--- src/rtl/lzc_pkg.sv ---
// Shared types and elaboration-time helpers for the pipelined zero counter.
package lzc_pkg;

  // Per-transaction count direction
  typedef enum logic {
    LZC_MODE_LZ = 1'b0,
    LZC_MODE_TZ = 1'b1
  } lzc_mode_e;

  // Count width: must hold the value w itself for an all-zero operand
  function automatic int cnt_width(input int w);
    return $clog2(w) + 1;
  endfunction

  // First search level handled by stage s (ceil(levels*s/stages));
  // stage s covers [stage_lvl_lo(s), stage_lvl_lo(s+1))
  function automatic int stage_lvl_lo(input int levels, input int stages, input int s);
    return (levels * s + stages - 1) / stages;
  endfunction

endpackage

--- src/rtl/lzc_pipe_stage.sv ---
// One pipeline stage: a slice of the binary-search levels followed by a
// valid/ready register that collapses bubbles.
module lzc_pipe_stage
  import lzc_pkg::*;
#(
  parameter int DATA_WIDTH = 64,
  parameter int LVL_LO     = 0,
  parameter int LVL_HI     = 1,
  parameter int TAG_WIDTH  = 4,
  localparam int CNT_W     = cnt_width(DATA_WIDTH)
) (
  input  logic                  clk,
  input  logic                  rst,
  input  logic                  in_valid,
  output logic                  in_ready,
  input  logic [DATA_WIDTH-1:0] in_data,
  input  logic [CNT_W-1:0]      in_cnt,
  input  lzc_mode_e             in_mode,
  input  logic [TAG_WIDTH-1:0]  in_tag,
  output logic                  out_valid,
  input  logic                  out_ready,
  output logic [DATA_WIDTH-1:0] out_data,
  output logic [CNT_W-1:0]      out_cnt,
  output lzc_mode_e             out_mode,
  output logic [TAG_WIDTH-1:0]  out_tag
);

  localparam int L    = $clog2(DATA_WIDTH);
  localparam int NLVL = LVL_HI - LVL_LO;

  // Working value and partial count after each level of this stage
  logic [DATA_WIDTH-1:0] lvl_data [0:NLVL];
  logic [CNT_W-1:0]      lvl_cnt  [0:NLVL];

  assign lvl_data[0] = in_data;
  assign lvl_cnt[0]  = in_cnt;

  // The current search window always sits at the MSB end of the working
  // value, so each level only inspects the top SH bits.
  for (genvar gi = 0; gi < NLVL; gi++) begin : g_lvl
    localparam int LVL = LVL_LO + gi;
    localparam int SH  = DATA_WIDTH >> (LVL + 1);
    localparam logic [CNT_W-1:0] CNT_BIT = CNT_W'(1) << (L - 1 - LVL);
    logic upper_zero;
    assign upper_zero       = (lvl_data[gi][DATA_WIDTH-1 -: SH] == '0);
    assign lvl_data[gi + 1] = upper_zero ? (lvl_data[gi] << SH) : lvl_data[gi];
    assign lvl_cnt[gi + 1]  = upper_zero ? (lvl_cnt[gi] | CNT_BIT) : lvl_cnt[gi];
  end

  logic                  valid_reg;
  logic [DATA_WIDTH-1:0] data_reg;
  logic [CNT_W-1:0]      cnt_reg;
  lzc_mode_e             mode_reg;
  logic [TAG_WIDTH-1:0]  tag_reg;

  // Accept when empty or when the downstream stage takes our content;
  // depends only on state and out_ready, never on in_valid.
  assign in_ready = !valid_reg || out_ready;

  // Stage register: payload is captured only on an actual transfer
  always_ff @(posedge clk or posedge rst) begin
    if (rst) begin
      valid_reg <= 1'b0;
      data_reg  <= '0;
      cnt_reg   <= '0;
      mode_reg  <= LZC_MODE_LZ;
      tag_reg   <= '0;
    end else if (in_ready) begin
      valid_reg <= in_valid;
      if (in_valid) begin
        data_reg <= lvl_data[NLVL];
        cnt_reg  <= lvl_cnt[NLVL];
        mode_reg <= in_mode;
        tag_reg  <= in_tag;
      end
    end
  end

  assign out_valid = valid_reg;
  assign out_data  = data_reg;
  assign out_cnt   = cnt_reg;
  assign out_mode  = mode_reg;
  assign out_tag   = tag_reg;

endmodule

--- src/rtl/lzc_pipe.sv ---
// Pipelined leading/trailing-zero counter with normaliser. TZ is handled by
// bit-reversing the operand on entry and the normalised value on exit, so the
// search core only ever counts leading zeros.
module lzc_pipe
  import lzc_pkg::*;
#(
  parameter int DATA_WIDTH  = 64,
  parameter int PIPE_STAGES = 2,
  parameter int TAG_WIDTH   = 4,
  localparam int CNT_W      = cnt_width(DATA_WIDTH)
) (
  input  logic                  clk,
  input  logic                  rst,
  input  logic                  in_valid,
  output logic                  in_ready,
  input  logic [DATA_WIDTH-1:0] in_data,
  input  logic                  in_mode,
  input  logic [TAG_WIDTH-1:0]  in_tag,
  output logic                  out_valid,
  input  logic                  out_ready,
  output logic [CNT_W-1:0]      out_count,
  output logic                  out_is_zero,
  output logic [DATA_WIDTH-1:0] out_norm,
  output logic [TAG_WIDTH-1:0]  out_tag
);

  localparam int L = $clog2(DATA_WIDTH);

  // Index 0 is the input boundary, index PIPE_STAGES the output boundary
  logic                  s_valid [0:PIPE_STAGES];
  logic                  s_ready [0:PIPE_STAGES];
  logic [DATA_WIDTH-1:0] s_data  [0:PIPE_STAGES];
  logic [CNT_W-1:0]      s_cnt   [0:PIPE_STAGES];
  lzc_mode_e             s_mode  [0:PIPE_STAGES];
  logic [TAG_WIDTH-1:0]  s_tag   [0:PIPE_STAGES];

  logic [DATA_WIDTH-1:0] in_rev;
  logic [DATA_WIDTH-1:0] norm_rev;

  for (genvar gi = 0; gi < DATA_WIDTH; gi++) begin : g_rev
    assign in_rev[gi]   = in_data[DATA_WIDTH-1-gi];
    assign norm_rev[gi] = s_data[PIPE_STAGES][DATA_WIDTH-1-gi];
  end

  assign s_valid[0] = in_valid;
  assign in_ready   = s_ready[0];
  assign s_mode[0]  = lzc_mode_e'(in_mode);
  assign s_data[0]  = (s_mode[0] == LZC_MODE_TZ) ? in_rev : in_data;
  assign s_cnt[0]   = '0;
  assign s_tag[0]   = in_tag;

  for (genvar gi = 0; gi < PIPE_STAGES; gi++) begin : g_stage
    lzc_pipe_stage #(
      .DATA_WIDTH (DATA_WIDTH),
      .LVL_LO     (stage_lvl_lo(L, PIPE_STAGES, gi)),
      .LVL_HI     (stage_lvl_lo(L, PIPE_STAGES, gi + 1)),
      .TAG_WIDTH  (TAG_WIDTH)
    ) u_stage (
      .clk       (clk),
      .rst       (rst),
      .in_valid  (s_valid[gi]),
      .in_ready  (s_ready[gi]),
      .in_data   (s_data[gi]),
      .in_cnt    (s_cnt[gi]),
      .in_mode   (s_mode[gi]),
      .in_tag    (s_tag[gi]),
      .out_valid (s_valid[gi+1]),
      .out_ready (s_ready[gi+1]),
      .out_data  (s_data[gi+1]),
      .out_cnt   (s_cnt[gi+1]),
      .out_mode  (s_mode[gi+1]),
      .out_tag   (s_tag[gi+1])
    );
  end

  assign s_ready[PIPE_STAGES] = out_ready;

  // After a full search a nonzero operand has its MSB set; a zero operand
  // stays zero with every count bit set (W-1), so promote that case to W.
  // Gated by valid so the reset state reports is_zero = 0.
  assign out_valid   = s_valid[PIPE_STAGES];
  assign out_is_zero = s_valid[PIPE_STAGES] && !s_data[PIPE_STAGES][DATA_WIDTH-1];
  assign out_count   = out_is_zero ? CNT_W'(DATA_WIDTH) : s_cnt[PIPE_STAGES];
  assign out_norm    = (s_mode[PIPE_STAGES] == LZC_MODE_TZ) ? norm_rev : s_data[PIPE_STAGES];
  assign out_tag     = s_tag[PIPE_STAGES];

endmodule
--- config.mk ---
export PLATFORM = sky130hd
export DESIGN_NAME = lzc_pipe
export DESIGN_NICKNAME = d
export VERILOG_FILES = /design/src/rtl/lzc_pkg.sv /design/src/rtl/lzc_pipe_stage.sv /design/src/rtl/lzc_pipe.sv
export SDC_FILE = /design/constraint.sdc
export NUM_CORES = 1
export LEC_CHECK = 0
export CAP_MARGIN = 15
export CORE_MARGIN = 2
export CORE_UTILIZATION = 30
export DETAILED_ROUTE_END_ITERATION = 12
export GPL_TIMING_DRIVEN = 0
export HOLD_SLACK_MARGIN = 0.15
export PLACE_DENSITY_LB_ADDON = 0.05
export SETUP_SLACK_MARGIN = 0.15
export SLEW_MARGIN = 20
export SYNTH_ARGS = -nofsm -noshare
export SYNTH_HDL_FRONTEND = slang
export SYNTH_SLANG_ARGS = --single-unit
--- constraint.sdc ---
create_clock -name clk -period 10.85 [get_ports clk]
set_input_delay 2.17 -clock clk [delete_from_list [all_inputs] [get_ports clk]]
set_output_delay 2.17 -clock clk [all_outputs]
set_load 0.005 [all_outputs]
# Word-level counts from Yosys, hierarchy flattened

Cells that the tools add are included.

Flip-flop bits (word level): 152
Output and inout port bits: 78
Word-level logic and storage cells: 38

Multiplexer cells: 15
Reductions and logical operators: 13

Operator list:

| operator            | count |
|---|---|
| 64-bit two-way mux  | 8 |
| 32-bit logical NOT  | 1 |
| 16-bit logical NOT  | 1 |
| 8-bit logical NOT   | 1 |
| 7-bit two-way mux   | 1 |
| 6-bit two-way mux   | 1 |
| 5-bit two-way mux   | 1 |
| 4-bit logical NOT   | 1 |
| 4-bit two-way mux   | 1 |
| 2-bit AND reduction | 2 |
| 1-bit logical NOT   | 3 |
| 3-bit two-way mux   | 1 |
| 2-bit logical NOT   | 1 |
| 1-bit logical OR    | 2 |
| 2-bit two-way mux   | 1 |
| 1-bit logical AND   | 1 |
| 1-bit two-way mux   | 1 |

# Longest topological paths before layout

Depth after elaboration: 7
Mapped depth: 13
Mapped depth without buffers: 8

# Cells and area by module

From an unflattened synthesis, not the netlist that was laid out.

Cells, all modules: 1212
Area total of the unflattened synthesis: 11537.3 µm²

Modules (own cells, without submodules):

| module                              | instances | cells each | area an instance (µm²) |
|---|---|---|---|
| lzc_pipe_stage (g_stage[1].u_stage) | 1         | 557        | 4824.6 |
| lzc_pipe_stage (g_stage[0].u_stage) | 1         | 503        | 4500.6 |
| lzc_pipe                            | 1         | 152        | 2212.1 |

# Worst setup path after synthesis

No wires, ideal clock.

Path type: input-to-output
From: in out_ready
To: out in_ready
Data arrival time: 2.359 ns
Path slack: 6.321 ns
Stages: 1
Cell sequence: nand3b_1

Longest elaborated chain between the ends: 2

RTL lines:

| what                           | line                 | RTL |
|---|---|---|
| start, declared                | lzc_pipe.sv:20       | `input logic out_ready,` |
| 1-bit logical OR (2 in series) | lzc_pipe_stage.sv:58 | `assign in_ready = !valid_reg \|\| out_ready;` |
| end, declared                  | lzc_pipe.sv:15       | `output logic in_ready,` |

No other way between the ends.

# Final worst setup path

Ends and elaborated chain as after synthesis.

==> run metrics <==
MaxCap Viol Count 0; Mapped Avg Cell Area ~9.4 um^2; root buffer cell clkbuf_16; number of port buffers ~150; Post-synth top cells mux2i_1 (220), nand2_1 (153), dfrtp_1 (149), o21ai_0 (126), mux2_2 (97); power per cell area 173 mW/mm^2; Async SR Flop Fraction 100%; initial antenna violation count 2; H-tree Lvls 4; Worst Skew ~0.012 ns; Synth Instances around 1100; relative slew slack 20.6%; Fin Hold WS ~0.48 ns; antenna-violating nets left 0; final std cells w/o fill around 1800; Worst EP arrival around 3.3 ns; clock period minus final worst setup slack ~5.5 ns; CTS max path bufs 2; I/O Pins approximately 150; fmax 182 MHz; RSZ-0062 raised after global routing no; leading cell type by number of instances after synthesis mux2i_1; drt wl/cell approximately 24 um; status finished clean; sequential-to-total area share from yosys stat about 35%; Total Wirelength 41.4 mm; Post-Syn Area ~0.011 mm^2; Setup crit start kind primary input; TritonCTS clock tree built; worst slew pin tran between 1 and 1.5 ns; Final Wtd Congestion ~0.92; Hold/Removal Path Class flop to flop; top cells by area, synth dfrtp_1 (35%), mux2i_1 (21%), mux2_2 (10%); initial DRC count ~530; leading area contributor after synthesis dfrtp_1; Layout area overhead 25.7%; PostCTS Resize Cnt 0; Slew Limit Fails 0; detailed-route via count between 9000 and 10000; DRC Markers 0; Final Hold Violating Endpoints 0; Post-synth EDFFs 0; GRT Overall Usage 23.1%; largest net degree at the start of global routing 83; Post-Place Cell Area around 0.013 mm^2; Post-Place Cells 1723; first-pass GRT wire length roughly 63 mm; HPWL Detailed around 34 mm; Initial Utilization 30.5%; clk slew on worst S/H paths around 0.070 ns; vias in the first global route between 9000 and 10000; Yosys reg bits between 100 and 150; die area between 0.03 and 0.04 mm^2; Yosys Warn Count 0; crit-path max FO 4; crit end category output port; Clock Latency Late Sink 0.44 ns; leakage power between 0.005 and 0.006 uW; DIE WIDTH around 190 um; Yosys top cell area share roughly 35%; final instance area between 0.01 and 0.015 mm^2; drt first pass iters 6; Congestion Overflow GR 0; Post-CTS Setup Bufs 0; FP Rows 68; DP Worst Slack between 5 and 6 ns; Synth Flop Type dfrtp_1; CTS Hold Bufs 0; CTS buffer count 17; setup violators final 0; final setup margin about 5.4 ns; Post-Syn Nets roughly 1200; # fillers around 3700; Core Area 0.0345 mm^2; via-per-instance ratio 5.38; crit path kind primary input to output port; Die H 191 um; setup_tns 0 ns; VDD IR max between 0.1 and 0.15 mV; layout cells sized above 1 between 10 and 15%; Final period util about half; Synth cell types ~60; Final nets 1360; Clock Sinks between 100 and 150; Worst EP required roughly 8.7 ns
[through the flow]
| step | utilization, % | power, uW |
|---|---|---|
| 6_report | 38.4 | 2300 |
| 5_1_grt | 38.4 | 2440 |
| 4_1_cts | 38.4 | 2320 |
| 3_5_place_dp | 36.6 | 1700 |
| 3_3_place_gp | 36.5 | 1690 |
| 2_1_floorplan | - | 1250 |
[layout by cell type (no fill, tap or decap), types with 7 or more instances in the layout]
cell type | synthesis | final
a2bb2oi_1 | 14 | 14
clkbuf_1 | 44 | 44
nor3_1 | 19 | 19
nor4_1 | 7 | 7
o211ai_1 | 21 | 21
nor3b_1 | 10 | 10
nor2_1 | 29 | 29
mux2_2 | 97 | 97
clkdlybuf4s50_1 | 0 | 149
a21oi_1 | 24 | 24
nand2_1 | 153 | 153
o21ai_0 | 126 | 126
dfrtp_1 | 149 | 149
o2111ai_1 | 7 | 7
o21ai_1 | 15 | 15
buf_2 | 28 | 28
mux2i_1 | 220 | 219
a22o_1 | 11 | 11
clkbuf_16 | 0 | 17
inv_1 | 8 | 7
and2_1 | 7 | 7
nand3_1 | 20 | 20
buf_1 | 10 | 10
a22oi_1 | 11 | 11
[routing by layer]
metal | GRT usage, % | part of all wire [%]
met5 | 0 | 0.031
met4 | 11.2 | 4.3
met3 | 3.19 | 3.6
met2 | 38.4 | 47
met1 | 29.5 | 45
[area by class of cell]
cell class	instances	area (um^2)	share of cell area, %
inverter	8	37.5	0.283
clock buffer	18	439	3.31
buffer	90	418	3.15
multi-input combinational	871	6370	48.1
antenna	2	5.00	0.0378
timing repair buffer	150	1520	11.5
clock inverter	14	164	1.24
tap	455	569	4.30
sequential	149	3730	28.1
[worst paths after layout]
path                                                       from                         endpoint  slack, ns  cells after the start
min in group asynchronous                                   rst   g_stage[1].u_stage.out_data[6]       2.19                      2
worst max register to register  g_stage[0].u_stage.out_data[63]   g_stage[1].u_stage.out_data[6]       7.57                      8
worst min register to register    g_stage[0].u_stage.out_tag[3]    g_stage[0].u_stage.out_tag[3]       0.48                      2
worst max-delay path                                  out_ready                         in_ready       5.35                      3
worst min-delay path              g_stage[0].u_stage.out_tag[3]    g_stage[0].u_stage.out_tag[3]       0.48                      2
max in group asynchronous                                   rst  g_stage[0].u_stage.out_data[16]       7.87                      3
[critical path, cell delays in order]
cell and delay [ns]:
clkdlybuf4s50_1 0.46, nand3b_1 0.17, clkdlybuf4s50_1 0.53
[registers in the layout, summed over array words and instances, names as in the netlist]
signal / cells
g_stage.u_stage.out_data: 128
g_stage.u_stage.out_mode: 2
g_stage.u_stage.out_cnt: 9
g_stage.u_stage.out_tag: 8
g_stage.u_stage.out_valid: 2
[power breakdown]
group / internal [uW] / switching (uW)
clock network: 351 / 261
registers: 676 / 109
logic: 478 / 420
total: 1510 / 789
[cells by family (layout without fill, tap and decap cells)]
| group | Yosys count | after routing | synth area share, % |
|---|---|---|---|
| AOI/OAI and AO/OA | 273 | 273 | 16.3 |
| buffers and inverters | 98 | 280 | 4.25 |
| DFF | 149 | 149 | 35.4 |
| muxes | 318 | 318 | 31.5 |
| other | 0 | 2 | 0 |
| and+or+nand+nor | 280 | 280 | 12.6 |
No activity file was read; power rests on OpenSTA's default activity.
